## config.mk

```make
export PLATFORM = sky130hd
export DESIGN_NAME = clock_monitor
export DESIGN_NICKNAME = d
export VERILOG_FILES = /design/src/rtl/clock_monitor.sv
export SDC_FILE = /design/constraint.sdc
export NUM_CORES = 1
export LEC_CHECK = 0
export ABC_AREA = 1
export BUFFER_PORTS_ARGS = -buffer_cell sky130_fd_sc_hd__buf_2
export CAP_MARGIN = 20
export CORE_MARGIN = 3
export CORE_UTILIZATION = 40
export CTS_CLUSTER_SIZE = 20
export DETAILED_ROUTE_END_ITERATION = 6
export HOLD_SLACK_MARGIN = 0.1
export PLACE_DENSITY_LB_ADDON = 0.15
export SYNTH_ARGS = -nofsm -noshare
export SYNTH_HDL_FRONTEND = slang
export SYNTH_SLANG_ARGS = --single-unit
```

## constraint.sdc

```tcl
create_clock -name Clock_100M -period 1.5 [get_ports Clock_100M]
set_input_delay 0.225 -clock Clock_100M [delete_from_list [all_inputs] [get_ports Clock_100M]]
set_output_delay 0.225 -clock Clock_100M [all_outputs]
set_load 0.01 [all_outputs]
```

## src/rtl/clock_monitor.sv

```systemverilog
// Measures period and high time of a slow clock in the Clock_100M domain.
// Raises Lock after LOCK_CNT in-tolerance periods; Fault is sticky on bad/missing clock.
module clock_monitor #(
  parameter int EXP_PERIOD = 100,
  parameter int TOL        = 2,
  parameter int LOCK_CNT   = 4,
  parameter int CNT_W      = 8
) (
  input  logic             Clock_100M,
  input  logic             Reset_n,
  input  logic             Clk_In,
  input  logic             Enable,
  input  logic             Clear,
  output logic [CNT_W-1:0] Period,
  output logic [CNT_W-1:0] High_Time,
  output logic             Meas_Valid,
  output logic             Lock,
  output logic             Fault
);

  localparam logic [CNT_W-1:0] CNT_MAX = '1;
  localparam logic [CNT_W-1:0] CNT_ONE = CNT_W'(1);
  localparam logic [3:0]       LOCK_N  = 4'(LOCK_CNT);

  typedef enum logic [1:0] {IDLE, ARM, MEASURE} state_t;

  state_t           state_q, state_d;
  logic             s1_q, s2_q, s3_q;
  logic [CNT_W-1:0] per_cnt_q, per_cnt_d;
  logic [CNT_W-1:0] hi_cnt_q, hi_cnt_d;
  logic [3:0]       good_cnt_q, good_cnt_d;
  logic [CNT_W-1:0] period_q, period_d;
  logic [CNT_W-1:0] high_q, high_d;
  logic             mv_q, mv_d;
  logic             lock_q, lock_d;
  logic             fault_q, fault_d;

  logic             rise, is_good, fault_set;
  logic [CNT_W-1:0] per_inc, hi_inc;
  logic [3:0]       good_inc;
  int               per_diff;

  assign rise     = s2_q & ~s3_q;
  assign per_inc  = (per_cnt_q == CNT_MAX) ? CNT_MAX : per_cnt_q + CNT_ONE;
  assign hi_inc   = (hi_cnt_q == CNT_MAX) ? CNT_MAX : hi_cnt_q + CNT_ONE;
  assign good_inc = (good_cnt_q >= LOCK_N) ? LOCK_N : good_cnt_q + 4'd1;
  assign per_diff = int'(per_cnt_q) - EXP_PERIOD;
  assign is_good  = (per_diff <= TOL) && (per_diff >= -TOL);

  always_comb begin
    state_d    = state_q;
    per_cnt_d  = per_cnt_q;
    hi_cnt_d   = hi_cnt_q;
    good_cnt_d = good_cnt_q;
    period_d   = period_q;
    high_d     = high_q;
    mv_d       = 1'b0;
    lock_d     = lock_q;
    fault_set  = 1'b0;

    case (state_q)
      IDLE: begin
        per_cnt_d  = '0;
        hi_cnt_d   = '0;
        good_cnt_d = '0;
        lock_d     = 1'b0;
        if (Enable) state_d = ARM;
      end
      ARM: begin
        if (rise) begin
          state_d   = MEASURE;
          per_cnt_d = CNT_ONE;
          hi_cnt_d  = CNT_ONE;
        end else begin
          per_cnt_d = per_inc;
        end
      end
      MEASURE: begin
        if (rise) begin
          period_d  = per_cnt_q;
          high_d    = hi_cnt_q;
          mv_d      = 1'b1;
          per_cnt_d = CNT_ONE;
          hi_cnt_d  = CNT_ONE;
          if (is_good) begin
            good_cnt_d = good_inc;
            lock_d     = lock_q | (good_inc == LOCK_N);
          end else begin
            good_cnt_d = '0;
            lock_d     = 1'b0;
            fault_set  = 1'b1;
          end
        end else begin
          per_cnt_d = per_inc;
          if (s2_q) hi_cnt_d = hi_inc;
        end
      end
      default: state_d = IDLE;
    endcase

    // Stall: only the step onto the saturation value fires, so a parked counter stays quiet
    if (state_q != IDLE && !rise && per_cnt_q == CNT_MAX - CNT_ONE) begin
      fault_set  = 1'b1;
      lock_d     = 1'b0;
      good_cnt_d = '0;
      state_d    = ARM;
    end

    if (!Enable) begin
      state_d    = IDLE;
      per_cnt_d  = '0;
      hi_cnt_d   = '0;
      good_cnt_d = '0;
      lock_d     = 1'b0;
      mv_d       = 1'b0;
      fault_set  = 1'b0;
    end

    fault_d = fault_set | (fault_q & ~Clear);
  end

  always_ff @(posedge Clock_100M or negedge Reset_n) begin
    if (!Reset_n) begin
      {s3_q, s2_q, s1_q} <= 3'b000;
      state_q    <= IDLE;
      per_cnt_q  <= '0;
      hi_cnt_q   <= '0;
      good_cnt_q <= '0;
      period_q   <= '0;
      high_q     <= '0;
      mv_q       <= 1'b0;
      lock_q     <= 1'b0;
      fault_q    <= 1'b0;
    end else begin
      {s3_q, s2_q, s1_q} <= {s2_q, s1_q, Clk_In};
      state_q    <= state_d;
      per_cnt_q  <= per_cnt_d;
      hi_cnt_q   <= hi_cnt_d;
      good_cnt_q <= good_cnt_d;
      period_q   <= period_d;
      high_q     <= high_d;
      mv_q       <= mv_d;
      lock_q     <= lock_d;
      fault_q    <= fault_d;
    end
  end

  assign Period     = period_q;
  assign High_Time  = high_q;
  assign Meas_Valid = mv_q;
  assign Lock       = lock_q;
  assign Fault      = fault_q;

endmodule

```

==> results of run 1 <==
-- worst min path at each step --
| stage | start | endpoint | slack, ps | depth (start not counted) |
|---|---|---|---|---|
| floorplan | Reset_n | Fault$_DFF_PN0_ | -70 | 0 |
| global placement | Reset_n | Period[2]$_DFFE_PN0P_ | 230 | 2 |
| detailed placement | Reset_n | Period[6]$_DFFE_PN0P_ | 220 | 2 |
| CTS | Clear | Fault$_DFF_PN0_ | 110 | 2 |
| global route | Clear | Fault$_DFF_PN0_ | 110 | 2 |
| finish | Clear | Fault$_DFF_PN0_ | 110 | 2 |
-- placed cells by master (no fill, tap or decap), types with 6 or more instances in the layout --
master / instances
ha_4: 6
o21ai_0: 25
buf_2: 23
o21ai_1: 10
a21oi_2: 6
inv_1: 35
buf_4: 40
nor2_1: 8
clkbuf_8: 6
inv_2: 8
nand3_1: 16
nand3_2: 7
nand2_1: 69
dfrtp_1: 44
-- state kept, by name, summed over array words and instances, names as in the netlist --
signal,flops
s2_q,1
Period,8
s1_q,1
hi_cnt_q,8
state_q,2
Lock,1
High_Time,8
good_cnt_q,4
s3_q,1
Fault,1
Meas_Valid,1
per_cnt_q,8
-- area by class of cell --
class / instances / share of cell area [%]
tap: 72 / 2.78
multi-input combinational: 199 / 39.9
timing repair buffer: 70 / 15.5
inverter: 43 / 4.99
clock inverter: 2 / 0.309
sequential: 44 / 34.0
clock buffer: 6 / 2.55
-- worst register-to-register path: stages, from the launching register on --
cell,delay (ps)
dfrtp_1,440
buf_4,160
buf_4,130
nor3_2,140
and2_1,140
nand4_1,140
nand2_2,140
nand2_4,80
a21oi_2,130
-- kinds of logic (layout without fill, tap and decap cells) --
family / after synthesis / after routing / share of synthesized area [%]
AOI/OAI and AO/OA: 58 / 58 / 13.4
DFF: 44 / 44 / 47.0
and+or+nand+nor: 127 / 128 / 24.5
buffers and inverters: 48 / 121 / 8.23
muxes: 2 / 2 / 0.962
adders and majority gates: 11 / 11 / 5.88
-- power by group through the flow --
stage / Sequential (mW) / Combinational (mW) / Clock, mW
6_report: 1.36 / 1.64 / 0.776
5_1_grt: 1.38 / 1.81 / 0.860
3_3_place_gp: 1.37 / 1.18 / 0
4_1_cts: 1.36 / 1.32 / 0.803
3_5_place_dp: 1.38 / 1.20 / 0
2_1_floorplan: 1.39 / 0.645 / 0
-- metal layers --
layer | GRT usage, % | wire (µm)
met5 | 0 | 0
met4 | 7.35 | 70
met3 | 2.71 | 284
met2 | 28.5 | 2640
met1 | 24.3 | 2610
-- what timing repair did --
item / 4_1_cts / 5_1_grt
gates cloned: 0 / 1
resized for setup: 16 / 49
buffers inserted: 2 / 8
setup endpoints to repair: 15 / 32
hold endpoints to repair: 45 / 0
hold buffers: 2 / 0
pin swaps: 8 / 15
==> results by group, run 1 <==
Outcome
  – Status: finished, violations left
  – Violated checks: negative setup slack

Layout
  – Final Non-Filler Cells: 436
  – Share of cells above drive strength 1: 37.4%
  – Synth-to-Final Area Change: 38.3%
  – Finished layout cell area: 0.00324 mm²
  – Multi-input logic area: 0.00129 mm²
  – Final Util: 58.1%
  – Ant diodes: 0
  – Filler cell count: 511
  – Final Net Count: 379
  – Register Area: 0.00110 mm²

STA
  – Final setup vio count: 5
  – Fmax achieved: 0.647 GHz
  – Setup ws final: -44.5 ps
  – Slew @ Worst Pin: 335 ps
  – Tcrit/Tclk final: 103%
  – Slew margin rel.: 77.5%
  – Max Clock Skew: 5.10 ps
  – Final setup TNS: -145 ps
  – Hold WS: 113 ps
  – Slew Viols, Final: 0
  – Final hold violations: 0
  – Fin crit period: 1540 ps
  – RSZ-0062 raised after global routing: true

Power and ir drop
  – Clock power frac: 20.5%
  – Total chip power: 3.78 mW
  – Psw: 1.32 mW
  – Leak Pwr: 1.62 nW
  – Power Internal: 2.46 mW
  – Max VDD drop: 0.000805 V
  – Reg power frac: 36.0%
  – Power density cells: 1170 mW/mm²
  – Sw Ratio: 35.0%
  – Comb power frac: 43.5%

Floorplan
  – IO Pins: 24
  – Die width: 82.5 µm
  – Die area: 0.00681 mm²
  – Die Y: 82.5 µm
  – Initial Utilization: 42.0%
  – Core area: 0.00557 mm²
  – Core Rows: 27

Routing
  – DRT Wirelength: 5600 µm
  – Vias per inst: 4.85
  – Residual DRC count: 0
  – Antenna-violating nets left: 0
  – 1st-iter DRT viols: 125
  – Via count: 2,113
  – First-pass iteration count of the detailed router: 5
  – Wire length per cell: 12.8 µm

Critical path
  – RR Endpoint: good_cnt_q[0]$_DFFE_PN0P_
  – CP Launch Point: per_cnt_q[2]$_DFFE_PN0P_
  – Highest-delay cell along the critical path: dfrtp_1
  – Critical path required time: 1730 ps
  – Startpoint types: flip-flop
  – CP Depth: 8
  – Crit path max-delay family: simple AND/OR/NAND/NOR gates
  – WS Path Type: reg -> reg
  – Worst setup path endpoint: good_cnt_q[0]$_DFFE_PN0P_
  – CP peak stage delay: 440 ps
  – CP Data Arrival Time: 1780 ps
  – Crit path max fanout: 4
  – WP buf/inv: 2
  – Worst reg2reg path startpoint: per_cnt_q[2]$_DFFE_PN0P_
  – R2R cell count: 8
  – CP dominant cell by count: buf_4
  – Cell Chain, Critical Path: buf_4, buf_4, nor3_2, and2_1, nand4_1, nand2_2, nand2_4, a21oi_2
  – Flop-to-flop setup slack: -40 ps
  – CP Capture Type: flip-flop

CTS
  – Clock Latency Late Sink: 300 ps
  – CTS tree: yes
  – H-tree depth: 2
  – CTS buffer count: 5
  – Root Buffer: clkbuf_8
  – Clk slew on worst S/H paths: 80 ps
  – Clk sinks: 44
  – CTS max path bufs: 2

Synth
  – Synth top area share: 47.0%
  – Yosys reg bits: 44
  – Synth unique cells: 28
  – Sequential area share after synthesis: 47.0%
  – Count leader, synth: nand2_1
  – Main synth FF type: dfrtp_1
  – Synth Net Count: 306
  – Yosys top cell by area: dfrtp_1
  – Post-synth EDFFs: 0
  – List of most frequent post-synthesis cells: nand2_1, dfrtp_1, inv_1
  – Syn_area_per_cell: 8.07 µm²
  – Synth warnings: 0
  – Synthesized cell area: 0.00234 mm²
  – Ys async rst share: 100%
  – Mapped Cells: 290
  – Synth area leaders: dfrtp_1, nand2_1, o21ai_0

Placed design
  – GPL Wtd Cong: 0.833
  – Dpl ws: -158 ps
  – Cells after DPL: 416
  – Post-DP Area: 0.00281 mm²
  – DP HPWL: 3920 µm
  – # port buffers: 23

Global route
  – Largest net degree at the start of global routing: 45
  – Vias in the first global route: 1,948
  – Initial antenna violation count: 0
  – First-pass GRT wire length: 9160 µm
  – Grt total ovfl: 0
  – Global-route usage over all layers: 17.9%

Flow run
  – Max cap viols: 0

Hold path
  – Worst Hold Class: in -> reg
Note: power is estimated with default switching activity, not from simulation.
==> run 2: changes to the inputs <==
--- a/config.mk
+++ b/config.mk
@@ -8,9 +8,9 @@
 export ABC_AREA = 1
 export BUFFER_PORTS_ARGS = -buffer_cell sky130_fd_sc_hd__buf_2
 export CAP_MARGIN = 20
+export CORE_ASPECT_RATIO = 0.7
 export CORE_MARGIN = 3
 export CORE_UTILIZATION = 40
-export CTS_CLUSTER_SIZE = 20
 export DETAILED_ROUTE_END_ITERATION = 6
 export HOLD_SLACK_MARGIN = 0.1
 export PLACE_DENSITY_LB_ADDON = 0.15
==> run 2 against run 1 <==
  * The flow still finishes with violations (negative setup slack)
  * Setup slack better by 5.4 ps
  * Critical path depth up 2
  * Cell count fell by 0.92%
  * Highest routed layer unchanged
  * Count of clock-buffer cells in the layout down 1
  * Critical path type unchanged
  * Clock skew rose by 2.8 ps
  * First-iteration DRC count down 21%
  * Design area shrank 0.70%
==> results by group, run 2 (synthesis results as in run 1) <==
Power and ir drop
  – Leak Pwr: 1.62 nW (-0.16%)
  – Total chip power: 3.72 mW (-1.5%)
  – Max VDD drop: 0.000485 V (-40%)
  – Power density cells: 1160 mW/mm² (-0.84%)

Routing
  – Wire length per cell: 13.5 µm (+4.9%)
  – First-pass iteration count of the detailed router: 4 (-1)
  – Residual DRC count: 0 (unchanged)
  – 1st-iter DRT viols: 99 (-21%)
  – Via count: 2,147 (+1.6%)
  – Antenna-violating nets left: 0 (unchanged)
  – DRT Wirelength: 5820 µm (+3.9%)
  – Vias per inst: 4.97 (+2.5%)

Critical path
  – CP Capture Type: flip-flop
  – RR Endpoint: hi_cnt_q[7]$_DFFE_PN0P_
  – Flop-to-flop setup slack: -40 ps (about the same)
  – CP Depth: 10 (+2)
  – WS Path Type: reg -> reg
  – Worst setup path endpoint: hi_cnt_q[7]$_DFFE_PN0P_
  – Highest-delay cell along the critical path: dfrtp_1
  – WP buf/inv: 3 (+1)
  – CP Launch Point: state_q[1]$_DFFE_PN0P_
  – Crit path max-delay family: flip-flops
  – CP Data Arrival Time: 1770 ps (about the same)
  – Critical path required time: 1730 ps (about the same)
  – Worst reg2reg path startpoint: state_q[1]$_DFFE_PN0P_
  – R2R cell count: 10 (+2)
  – Crit path max fanout: 5 (+1)
  – Startpoint types: flip-flop
  – CP peak stage delay: 420 ps (-20 ps)
  – Cell Chain, Critical Path: inv_2, buf_6, ha_4, nand3_4, nand2_4, nor2_4, nand3_2, inv_2, o21ai_1, o21ai_1

CTS
  – CTS tree: yes
  – Clk sinks: 44 (unchanged)
  – Clock Latency Late Sink: 300 ps (about the same)
  – H-tree depth: 2 (unchanged)
  – Root Buffer: clkbuf_8
  – Clk slew on worst S/H paths: 90 ps (about the same)
  – CTS buffer count: 5 (unchanged)
  – CTS max path bufs: 2 (unchanged)

STA
  – Tcrit/Tclk final: 103% (-0.36 points)
  – Final setup vio count: 7 (+2)
  – Slew Viols, Final: 0 (unchanged)
  – RSZ-0062 raised after global routing: true
  – Final hold violations: 0 (unchanged)
  – Setup ws final: -39.0 ps (+5.43 ps)
  – Max Clock Skew: 7.94 ps (+2.84 ps)
  – Fin crit period: 1540 ps (-5.43 ps)
  – Final setup TNS: -130 ps (+15.4 ps)
  – Fmax achieved: 0.650 GHz (+0.35%)
  – Slew @ Worst Pin: 312 ps (-22.7 ps)
  – Slew margin rel.: 79.2% (+1.7 points)

Floorplan
  – Die width: 97.4 µm (+18%)
  – Die Y: 70.0 µm (-15%)
  – Die area: 0.00682 mm² (+0.22%)
  – IO Pins: 24 (unchanged)
  – Initial Utilization: 43.0% (+0.95 points)
  – Core Rows: 22 (-19%)
  – Core area: 0.00545 mm² (-2.2%)

Flow run
  – Max cap viols: 0 (unchanged)

Outcome
  – Violated checks: negative setup slack
  – Status: finished, violations left

Placed design
  – # port buffers: 23 (unchanged)
  – DP HPWL: 3960 µm (+0.96%)
  – GPL Wtd Cong: 0.871 (+4.5%)
  – Post-DP Area: 0.00278 mm² (-1.1%)

Layout
  – Final Util: 59.0% (+0.91 points)
  – Finished layout cell area: 0.00321 mm² (-0.70%)
  – Final Net Count: 375 (-1.1%)
  – Synth-to-Final Area Change: 37.3%
  – Ant diodes: 0 (unchanged)
  – Most common cell after layout, fill and taps aside: nand2_1
  – Commonest non-fill, non-tap cells in the layout: nand2_1, dfrtp_1, buf_4, inv_1, o21ai_0
  – Share of cells above drive strength 1: 38.1% (+0.69 points)
  – Filler cell count: 511 (unchanged)

Global route
  – Initial antenna violation count: 0 (unchanged)
  – Largest net degree at the start of global routing: 45 (unchanged)
  – Global-route usage over all layers: 17.2% (-0.67 points)
  – First-pass GRT wire length: 9520 µm (+4.0%)
  – Grt total ovfl: 0 (unchanged)
  – Vias in the first global route: 1,935 (-0.67%)

Hold path
  – Worst Hold Class: in -> reg
run 2: cell type report:
class	instances	area [µm²]	area share (%)
clock buffer	5	68.8	2.14
clock inverter	3	42.5	1.32
inverter	43	161	5.02
multi-input combinational	199	1290	40.2
sequential	44	1100	34.3
tap	72	90.1	2.80
timing repair buffer	66	459	14.3
run 2: worst reg2reg max path: cells and delay by family, from the launching register on:
kind	cells	cell delay, ps
AOI/OAI and AO/OA	2	200
adders and majority gates	1	160
buffers and inverters	3	320
DFF	1	420
and+or+nand+nor	4	370
run 2: what timing repair did:
| action | CTS | global route |
|---|---|---|
| resized for setup | 26 | 39 |
| setup endpoints to repair | 14 | 25 |
| hold buffers | 2 | 0 |
| gates cloned | 1 | 0 |
| setup buffers | 4 | 5 |
| endpoints found under the hold margin | 45 | 0 |
| pin swaps | 8 | 23 |
run 2: how the worst min path moves through the flow:
| stage | from | slack [ps] | depth (start not counted) | to |
|---|---|---|---|---|
| floorplan | Reset_n | -70 | 0 | Fault$_DFF_PN0_ |
| global route | Clear | 160 | 2 | Fault$_DFF_PN0_ |
| finish | Clear | 150 | 2 | Fault$_DFF_PN0_ |
| global placement | Reset_n | 220 | 2 | High_Time[1]$_DFFE_PN0P_ |
| detailed placement | Reset_n | 220 | 2 | High_Time[1]$_DFFE_PN0P_ |
| CTS | Clear | 120 | 2 | Fault$_DFF_PN0_ |
run 2: metal layers:
layer  global-route usage, %  vias up  routed length (µm)
met5                       0        -                   0
met4                    4.15        0                  62
met3                    3.59        7                 306
met2                    23.9       57                2400
met1                    27.0     1005                3050
li1                        -     1078                   -
run 2: power breakdown:
group	internal (mW)	leakage, nW	switching [mW]
sequential	1.29	0.603	0.0759
combinational	0.643	0.962	0.807
clock	0.493	0.0541	0.416
run 2: stage by stage:
step	setup slack [ps]	std cells	hold slack [ps]
global placement	-57.1	412	222
floorplan	3.89	290	-70.6
finish	-39.0	432	153
global route	-132	432	157
detailed placement	-123	412	223
CTS	-27.5	427	121
